===== config.mk =====
export PLATFORM = sky130hd
export DESIGN_NAME = snn_frame_ctrl
export DESIGN_NICKNAME = d
export VERILOG_FILES = /design/src/rtl/snn_pkg.sv /design/src/rtl/byte_unpacker.sv /design/src/rtl/snn_frame_ctrl.sv
export SDC_FILE = /design/constraint.sdc
export NUM_CORES = 1
export LEC_CHECK = 0
export CAP_MARGIN = 20
export CORE_MARGIN = 4
export CORE_UTILIZATION = 50
export DETAILED_ROUTE_END_ITERATION = 7
export PLACE_DENSITY = 0.86
export RECOVER_POWER = 100
export SLEW_MARGIN = 30
export SYNTH_ARGS = -nofsm -noshare
export SYNTH_HDL_FRONTEND = slang
export SYNTH_SLANG_ARGS = --single-unit

===== constraint.sdc =====
create_clock -name clk -period 3.1 [get_ports clk]
set_clock_uncertainty 0.2 [all_clocks]
set_input_delay 0.62 -clock clk [delete_from_list [all_inputs] [get_ports clk]]
set_output_delay 0.62 -clock clk [all_outputs]
set_load 0.05 [all_outputs]

===== src/rtl/snn_pkg.sv =====
// Shared types and helpers for the SNN frame sequencer.
package snn_pkg;

    typedef enum logic [2:0] {
        IDLE,
        UNPACK,
        WAIT_BYTE,
        START,
        CORE_WAIT,
        TX
    } frame_state_t;

    function automatic int words_per_byte(input int ram_dw);
        return 8 / ram_dw;
    endfunction

endpackage


===== src/rtl/byte_unpacker.sv =====
// Splits one received byte into RAM_DW-wide RAM words, LSB first, one word per cycle.
module byte_unpacker
    import snn_pkg::*;
#(
    parameter int RAM_DW = 1,
    parameter int RAM_AW = 10
) (
    input  logic              clk,
    input  logic              rst,
    input  logic              load,
    input  logic              first,
    input  logic [7:0]        din,
    output logic              ram_we,
    output logic [RAM_AW-1:0] ram_addr,
    output logic [RAM_DW-1:0] ram_data,
    output logic              done
);

    localparam int WPB = words_per_byte(RAM_DW);
    localparam int CW  = (WPB > 1) ? $clog2(WPB) : 1;

    logic [7:0]    shreg;
    logic [CW-1:0] words_left;

    // done marks the cycle carrying the last word of the byte
    assign done = ram_we && (words_left == '0);

    // ram_addr always points at the word being (or last) written, so it never runs past WORDS-1
    always_ff @(posedge clk) begin
        if (rst) begin
            ram_we     <= 1'b0;
            ram_addr   <= '0;
            ram_data   <= '0;
            shreg      <= '0;
            words_left <= '0;
        end else if (load) begin
            ram_we     <= 1'b1;
            ram_data   <= din[RAM_DW-1:0];
            shreg      <= din >> RAM_DW;
            words_left <= CW'(WPB - 1);
            ram_addr   <= first ? '0 : ram_addr + RAM_AW'(1);
        end else if (ram_we && !done) begin
            ram_data   <= shreg[RAM_DW-1:0];
            shreg      <= shreg >> RAM_DW;
            words_left <= words_left - CW'(1);
            ram_addr   <= ram_addr + RAM_AW'(1);
        end else begin
            ram_we <= 1'b0;
        end
    end

endmodule


===== src/rtl/snn_frame_ctrl.sv =====
// Frame sequencer: UART RX bytes -> SNN input RAM -> snn_core -> one UART TX result byte.
//
// state     | meaning
// ----------+-----------------------------------------------------------
// IDLE      | waiting for the first byte of a frame
// UNPACK    | writing the current byte into RAM, one word per cycle
// WAIT_BYTE | waiting for the next byte, gap timer running
// START     | core_start pulse
// CORE_WAIT | waiting for core_done, result latched on it
// TX        | waiting for tx_rdy, result byte launched on it
module snn_frame_ctrl
    import snn_pkg::*;
#(
    parameter int FRAME_BYTES = 98,
    parameter int RAM_DW      = 1,
    parameter int RAM_AW      = 10,
    parameter int RESULT_W    = 4,
    parameter int GAP_CYCLES  = 5_000_000
) (
    input  logic                clk,
    input  logic                rst,
    input  logic                rx_rdy,
    input  logic [7:0]          rx_data,
    output logic                ram_we,
    output logic [RAM_AW-1:0]   ram_addr,
    output logic [RAM_DW-1:0]   ram_data,
    output logic                core_start,
    input  logic                core_done,
    input  logic [RESULT_W-1:0] core_result,
    input  logic                tx_rdy,
    output logic                tx_start,
    output logic [7:0]          tx_data,
    output logic [RESULT_W-1:0] result,
    output logic                busy,
    output logic                frame_err,
    output logic                overrun
);

    localparam int BW = $clog2(FRAME_BYTES + 1);
    localparam int GW = (GAP_CYCLES > 1) ? $clog2(GAP_CYCLES) : 1;

    frame_state_t  state;
    logic [BW-1:0] byte_cnt;
    logic [GW-1:0] gap_cnt;
    logic [7:0]    tx_byte;
    logic [7:0]    tx_hold;
    logic          load;
    logic          unpack_done;

    assign load     = rx_rdy && (state == IDLE || state == WAIT_BYTE);
    assign busy     = (state != IDLE);
    assign tx_start = (state == TX) && tx_rdy;
    assign tx_data  = tx_start ? tx_byte : tx_hold;

    always_comb begin
        tx_byte                 = '0;
        tx_byte[RESULT_W-1:0]   = result;
    end

    byte_unpacker #(
        .RAM_DW (RAM_DW),
        .RAM_AW (RAM_AW)
    ) u_unpack (
        .clk      (clk),
        .rst      (rst),
        .load     (load),
        .first    (state == IDLE),
        .din      (rx_data),
        .ram_we   (ram_we),
        .ram_addr (ram_addr),
        .ram_data (ram_data),
        .done     (unpack_done)
    );

    always_ff @(posedge clk) begin
        if (rst) begin
            state      <= IDLE;
            byte_cnt   <= '0;
            gap_cnt    <= '0;
            core_start <= 1'b0;
            frame_err  <= 1'b0;
            overrun    <= 1'b0;
            result     <= '0;
            tx_hold    <= '0;
        end else begin
            core_start <= 1'b0;
            frame_err  <= 1'b0;
            // a byte arriving while a frame is being processed is dropped
            if (rx_rdy && !load)
                overrun <= 1'b1;
            if (tx_start)
                tx_hold <= tx_byte;

            case (state)
                IDLE: begin
                    if (rx_rdy) begin
                        byte_cnt <= BW'(1);
                        state    <= UNPACK;
                    end
                end
                UNPACK: begin
                    if (unpack_done) begin
                        if (byte_cnt == BW'(FRAME_BYTES)) begin
                            core_start <= 1'b1;
                            state      <= START;
                        end else begin
                            gap_cnt <= GW'(GAP_CYCLES - 1);
                            state   <= WAIT_BYTE;
                        end
                    end
                end
                WAIT_BYTE: begin
                    // an arriving byte beats a coincident gap expiry
                    if (rx_rdy) begin
                        byte_cnt <= byte_cnt + BW'(1);
                        state    <= UNPACK;
                    end else if (gap_cnt == '0) begin
                        frame_err <= 1'b1;
                        state     <= IDLE;
                    end else begin
                        gap_cnt <= gap_cnt - GW'(1);
                    end
                end
                START: begin
                    state <= CORE_WAIT;
                end
                CORE_WAIT: begin
                    if (core_done) begin
                        result <= core_result;
                        state  <= TX;
                    end
                end
                TX: begin
                    if (tx_rdy)
                        state <= IDLE;
                end
                default: state <= IDLE;
            endcase
        end
    end

endmodule


==> metrics.cfg, run 1 <==
[status]
status=completed

[global_route]
grt.total_usage_pct=18.7
grt_overflow=0
antenna_found_initial=0
grtUsageMet1_pct=22.6
gr-usage-met2_pct=31.3
busiest_layer=met2
grt_max_degree=21
grt_pass1_wl_mm=11.5
grt_pass1_vias=2634
grt.met3_usage_pct=5.64

[clock_network]
clockBufferDepth=2
cts_tree=done
cts_resized=0
clk_latency_ps=350
cts_setup_buffers=0
h-tree-depth=3
cts_buffers=9
root_buffer=clkbuf_8
clkSinkCount=70
hold_buffers=0
path_clk_slew_ps=70

[worst_setup_path]
required_ps=3150
cp-start-kind=flip-flop
end_kind=flip-flop
arrival_ps=3000
path_class=flip-flop to flip-flop
worstRegToRegCells=6
r2r_slack_ps=150
cp_max_fo=15
r2r_start=gap_cnt[16]
r2r-end=gap_cnt[1]

[power_and_ir_drop]
clockPowerShare_pct=38.9
p_leak_nw=1.57
power_mw=2.09
p_int_mw=1.54
irDropWorstVdd_uv=318
power_switching_uw=549
p_per_area_nw_per_um2=533
p_seq_share_pct=46.4
swShare_pct=26.2
power_frac_comb_pct=14.7

[sta]
timing.fmax_mhz=339
tightest_slew_ps=646
relSlewSlack_pct=56.3
finalHoldViolations=0
hold_ws_ps=246
post-route-period-util_pct=95.2
slew_viol_final=0
fin_ws_ps=149
grt_setup_unrepaired=false
fin_crit_ps=2950
setup_viol=0
setup-tns-final_ps=0

[place]
pre_cts_slack_ps=207
dpl-instance-area_um2=3770
numPlacedInstances=472
hpwl_mm=4.93
io_buffers=45
place_congestion=0.841

[layout]
area_delta_synth_final_pct=23.5
multi_input_area_um2=1630
final_area_um2=3920
drive_gt1_share_pct=11.1
final-seq-area_um2=1400
insertedDiodeCount=0
fin_util_pct=65.1
instances_no_fill=488
nFillCells=488
nNetsFinal=431

[synth]
postSynthCellCount=355
yosysSeqAreaShare_pct=44.1
synth_edf_count=0
async_flop_share_pct=0
synth-seq-cells=70
ys.flop_type=dfxtp_1
syn_area_per_cell_um2=8.95
yosys_warnings=0
yosysUniqueCellTypes=53
synth.net_count=378
syn-cell-area_um2=3180

[die]
die_h_um=87.7
core_um2=6030
initial_core_util_pct=52.7
io_pins=46
dieArea_um2=7690
dieWidth_um=87.7
row_count=28

[routing]
vias=2683
drc=0
antenna_left=0
wire_per_inst_um=14.1
viasPerCell=5.50
drt_iter0_markers=130
drtPass1Iterations=4
totalWireLength_mm=6.86

[worst_hold_path]
holdPathEnd=overrun
worstHoldStart=overrun
hold_path.class=flip-flop to flip-flop
min_path_cells=2

[flow_run]
maxCapViolations=0

==> cell families after synthesis <==
logic type,after synthesis,synth area share (%)
AOI/OAI and AO/OA,59,11.5
xor gates and xnor gates,23,6.34
adders and majority gates,6,2.36
buffers and inverters,29,4.33
DFF,70,44.1
muxes,15,4.89
and+or+nand+nor,153,26.4
==> cell type report <==
class / instances / area share, %
clock buffer: 11 / 3.60
clock inverter: 5 / 2.11
inverter: 10 / 0.957
multi-input combinational: 256 / 41.5
sequential: 70 / 35.7
tap: 75 / 2.39
timing repair buffer: 61 / 13.7
==> layout by cell type (no fill, tap or decap), drive strengths merged, types with 5 or more instances in the layout <==
cell type       n
a211oi         10
a21oi          23
and2            6
buf            16
clkbuf         21
clkdlybuf4s50  12
dfxtp          70
dlygate4sd3    23
ha              6
inv            10
mux2i          11
nand2          19
nand3          12
nand3b          5
nand4          14
nor2           42
nor2b           9
nor3           11
o21ai          11
or3             9
or4             6
xor2           19
==> how the worst max path moves through the flow <==
stage,from,to,slack (ps),cells past startpoint
after global placement,gap_cnt[16],state[1],270,7
after CTS,gap_cnt[16],gap_cnt[15],200,7
final,gap_cnt[16],gap_cnt[1],150,6
after global routing,tx_rdy,tx_data[0],30,4
after floorplan,gap_cnt[15],gap_cnt[11],260,8
after detailed placement,gap_cnt[16],gap_cnt[1],210,6
==> sequential cells by signal, summed over array words and instances, names as in the netlist <==
signal and cells:
result 4, state 3, core_start 1, overrun 1, u_unpack.ram_addr 10, gap_cnt 23, u_unpack.ram_we 1, u_unpack.words_left 3
u_unpack.shreg 7, tx_hold 8, byte_cnt 7, frame_err 1, u_unpack.ram_data 1
==> per-layer routing <==
layer / vias to the layer above / wire (µm) / share of wire, %
li1: 1358 / - / -
met1: 1273 / 3100 / 45
met2: 41 / 3390 / 49
met3: 11 / 249 / 3.6
met4: 0 / 116 / 1.7
met5: - / 0 / 0
==> cell usage after synthesis, types with 2 or more instances <==
| master | instances | share of area, % |
|---|---|---|
| inv_1 | 10 | 1.2 |
| and2_1 | 5 | 0.99 |
| dfxtp_1 | 70 | 44 |
| nand2_1 | 18 | 2.1 |
| nor3_1 | 11 | 1.7 |
| or4_1 | 3 | 0.71 |
| clkbuf_1 | 11 | 1.3 |
| nand2b_1 | 3 | 0.59 |
| nand4_1 | 14 | 2.8 |
| nor3b_1 | 3 | 0.71 |
| a21oi_1 | 23 | 3.6 |
| nor4_1 | 3 | 0.59 |
| xnor2_1 | 4 | 1.1 |
| ha_1 | 6 | 2.4 |
| o21a_1 | 2 | 0.47 |
| a31oi_1 | 3 | 0.59 |
| nor4bb_1 | 2 | 0.63 |
| a211oi_1 | 9 | 2.1 |
| nand3b_1 | 5 | 1.2 |
| a21o_1 | 2 | 0.47 |
| xor2_1 | 19 | 5.2 |
| o21ai_0 | 10 | 1.6 |
| a22oi_1 | 4 | 0.95 |
| or3_2 | 2 | 0.47 |
| buf_2 | 2 | 0.32 |
| buf_4 | 2 | 0.47 |
| mux2_2 | 4 | 1.4 |
| nand3_1 | 11 | 1.7 |
| or4_4 | 2 | 0.71 |
| nor2b_1 | 9 | 1.8 |
| and3_1 | 4 | 0.79 |
| or3_1 | 7 | 1.4 |
| mux2i_1 | 11 | 3.5 |
| nor2_1 | 42 | 5.0 |
==> power groups by stage <==
stage | logic, mW | registers (mW) | clock network [mW]
final | 0.307 | 0.971 | 0.813
after global routing | 0.341 | 0.975 | 0.861
after global placement | 0.300 | 0.988 | 0
after floorplan | 0.205 | 1.00 | 0
after detailed placement | 0.311 | 0.991 | 0
after CTS | 0.314 | 0.970 | 0.824
==> worst max-delay path, stage by stage, from the launching register on <==
cell and delay [ps]:
dfxtp_1 350, or4_4 550, or4_4 510, or4_1 530
buf_4 200, and2_0 220, a311oi_1 290
No activity file was read; power rests on OpenSTA's default activity.
==> run 2, diff against run 1 <==
--- a/config.mk
+++ b/config.mk
@@ -8,6 +8,7 @@
 export CAP_MARGIN = 20
 export CORE_MARGIN = 4
 export CORE_UTILIZATION = 50
+export CTS_CLUSTER_DIAMETER = 100
 export DETAILED_ROUTE_END_ITERATION = 7
 export PLACE_DENSITY = 0.86
 export RECOVER_POWER = 100
==> results of run 2 <==
Final layout, timing and power as in run 1 (identical DEF).
==> run 3, diff against run 2 <==
--- a/config.mk
+++ b/config.mk
@@ -6,13 +6,14 @@
 export NUM_CORES = 1
 export LEC_CHECK = 0
 export CAP_MARGIN = 20
-export CORE_MARGIN = 4
+export CORE_MARGIN = 2
 export CORE_UTILIZATION = 50
 export CTS_CLUSTER_DIAMETER = 100
+export CTS_CLUSTER_SIZE = 30
 export DETAILED_ROUTE_END_ITERATION = 7
 export PLACE_DENSITY = 0.86
 export RECOVER_POWER = 100
-export SLEW_MARGIN = 30
+export SLEW_MARGIN = 20
 export SYNTH_ARGS = -nofsm -noshare
 export SYNTH_HDL_FRONTEND = slang
 export SYNTH_SLANG_ARGS = --single-unit
==> run 3 against run 2 <==
Effect of this change:
- global-route usage is 1.7 points higher
- clock power increased by 20%
- non-clock buffer count rose by 2
- critical path depth shrank 2
==> metrics.cfg, run 3 (synthesis gave the netlist of run 1 again) <==
[layout]
largest_reg_flops=23  ; unchanged
insertedDiodeCount=0  ; unchanged
layout_commonest_cell=dfxtp_1
largest_register=gap_cnt
instances_no_fill=492  ; +0.82%
final_cell_mix=dfxtp_1 (70), nor2_1 (42), a21oi_1 (23), dlygate4sd3_1 (23)
nNetsFinal=433  ; +0.46%
nFillCells=517  ; +5.9%
area_delta_synth_final_pct=25.0
fin_util_pct=63.6  ; -1.5 points
drive_gt1_share_pct=12.8  ; +1.6 points
top_regs=gap_cnt: 23 flops, u_unpack.ram_addr: 10 flops, tx_hold: 8 flops

[die]
initial_core_util_pct=50.9  ; -1.8 points
row_count=29  ; +3.6%
io_pins=46  ; unchanged
dieArea_um2=7000  ; -8.9%
dieWidth_um=83.7  ; -4.6%
core_um2=6240  ; +3.6%
die_h_um=83.7  ; -4.6%

[routing]
drt_iter0_markers=144  ; +11%
drc=0  ; unchanged
antenna_left=0  ; unchanged
vias=2751  ; +2.5%
drtPass1Iterations=4  ; unchanged
wire_per_inst_um=13.9  ; -1.3%
viasPerCell=5.59  ; +1.7%
totalWireLength_mm=6.82  ; -0.54%

[worst_setup_path]
slowest_delay_ps=590  ; +40 ps
crit_family=buffers and inverters
path_class=input pin to output pin
r2r_start=gap_cnt[15]
critical-path-slowest-cell=dlygate4sd3_1
r2r-end=gap_cnt[5]
arrival_ps=2130  ; -870 ps
crit_start=tx_rdy
worstRegToRegCells=7  ; +1
crit_chain=dlygate4sd3_1 > nand3_1 > mux2_2 > buf_4
required_ps=2280  ; -870 ps
crit_buf_inv=2  ; +1
r2r_slack_ps=210  ; +60 ps
end_kind=output pin
cp_max_fo=9  ; -6
cp-start-kind=input pin

[global_route]
grt_max_degree=30  ; +43%
gr-usage-met2_pct=34.3  ; +3.0 points
grtUsageMet1_pct=25.5  ; +2.9 points
grt.total_usage_pct=20.4  ; +1.7 points
grt_pass1_wl_mm=11.9  ; +3.4%
grt_pass1_vias=2624  ; -0.38%
grt.met3_usage_pct=4.65  ; -1.0 points
busiest_layer=met2
grt_overflow=0  ; unchanged
antenna_found_initial=0  ; unchanged

[clock_network]
clkSinkCount=70  ; unchanged
cts_tree=done
path_clk_slew_ps=70  ; about the same
cts_setup_buffers=0  ; unchanged
h-tree-depth=3  ; unchanged
clk_latency_ps=340  ; about the same
cts_buffers=9  ; unchanged
root_buffer=clkbuf_8
clockBufferDepth=2  ; unchanged

[flow_run]
maxCapViolations=0  ; unchanged

[sta]
slew_viol_final=0  ; unchanged
fin_crit_ps=2950  ; -5.84 ps
finalHoldViolations=0  ; unchanged
setup_viol=0  ; unchanged
timing.fmax_mhz=340  ; +0.20%
setup-tns-final_ps=0  ; unchanged
grt_setup_unrepaired=false
post-route-period-util_pct=95.0  ; -0.19 points
tightest_slew_ps=636  ; -10.5 ps
relSlewSlack_pct=57.5  ; +1.2 points

[power_and_ir_drop]
p_per_area_nw_per_um2=571  ; +7.2%
swShare_pct=24.6  ; -1.6 points
p_seq_share_pct=42.8  ; -3.6 points
power_frac_comb_pct=14.0  ; -0.7 points
irDropWorstVdd_uv=384  ; +21%
p_leak_nw=1.59  ; +1.5%
power_switching_uw=558  ; +1.8%
p_int_mw=1.71  ; +11%
clockPowerShare_pct=43.2  ; +4.3 points

[worst_hold_path]
min_path_cells=2  ; unchanged
hold_path.class=flip-flop to flip-flop
holdPathEnd=overrun
worstHoldStart=overrun

[place]
hpwl_mm=4.56  ; -7.5%
io_buffers=45  ; unchanged
numPlacedInstances=476  ; +0.85%
place_congestion=0.846  ; +0.57%

[status]
status=completed

-- run 3: how the worst max path moves through the flow --
stage | to | slack [ps] | depth (start not counted)
after floorplan | gap_cnt[11] | 260 | 8
after global placement | gap_cnt[9] | 220 | 7
after detailed placement | gap_cnt[9] | 160 | 7
after CTS | gap_cnt[9] | 140 | 7
after global routing | tx_data[1] | 30 | 5
final | tx_data[0] | 150 | 4
-- run 3: metal layers --
layer | vias up | part of all wire, % | routed length [µm]
li1 | 1370 | - | -
met1 | 1316 | 46 | 3120
met2 | 55 | 49 | 3330
met3 | 10 | 3.7 | 255
met4 | 0 | 1.6 | 112
met5 | - | 0 | 0
-- run 3: tightest hold or removal path, stage by stage (launching register included) --
cell,delay (ps)
dfxtp_1,310
inv_1,40
a21oi_1,50
-- run 3: repair_timing --
| item | CTS | global route |
|---|---|---|
| hold buffers | 0 | 0 |
| gates resized for setup | 0 | 1 |
| endpoints found under the hold margin | 0 | 0 |
| endpoints found under the setup margin | 0 | 2 |
-- run 3: area by class of cell --
cell class	instances	area, µm²	area share (%)
Sequential cell	70	1400	35.3
Multi-Input combinational cell	256	1630	40.9
Inverter	10	37.5	0.945
Clock inverter	6	133	3.34
Clock buffer	10	138	3.47
Tap cell	77	96.3	2.43
Timing Repair Buffer	63	539	13.6
-- run 3: power groups by stage --
stage | registers [mW] | logic, mW | clock network (mW)
after detailed placement | 0.990 | 0.319 | 0
after CTS | 0.970 | 0.325 | 0.997
after global routing | 0.976 | 0.351 | 1.04
after floorplan | 1.00 | 0.205 | 0
final | 0.971 | 0.318 | 0.979
after global placement | 0.988 | 0.312 | 0
-- run 3: per-stage QoR --
stage | hold slack (ps) | power [mW] | instance area, µm² | worst slack, ps
5_1_grt | 291 | 2.36 | 3970 | 32.3
3_5_place_dp | 237 | 1.31 | 3790 | 163
6_report | 251 | 2.27 | 3970 | 155
4_1_cts | 263 | 2.29 | 4060 | 140
2_1_floorplan | 236 | 1.21 | 3180 | 261
3_3_place_gp | 235 | 1.30 | 3790 | 218
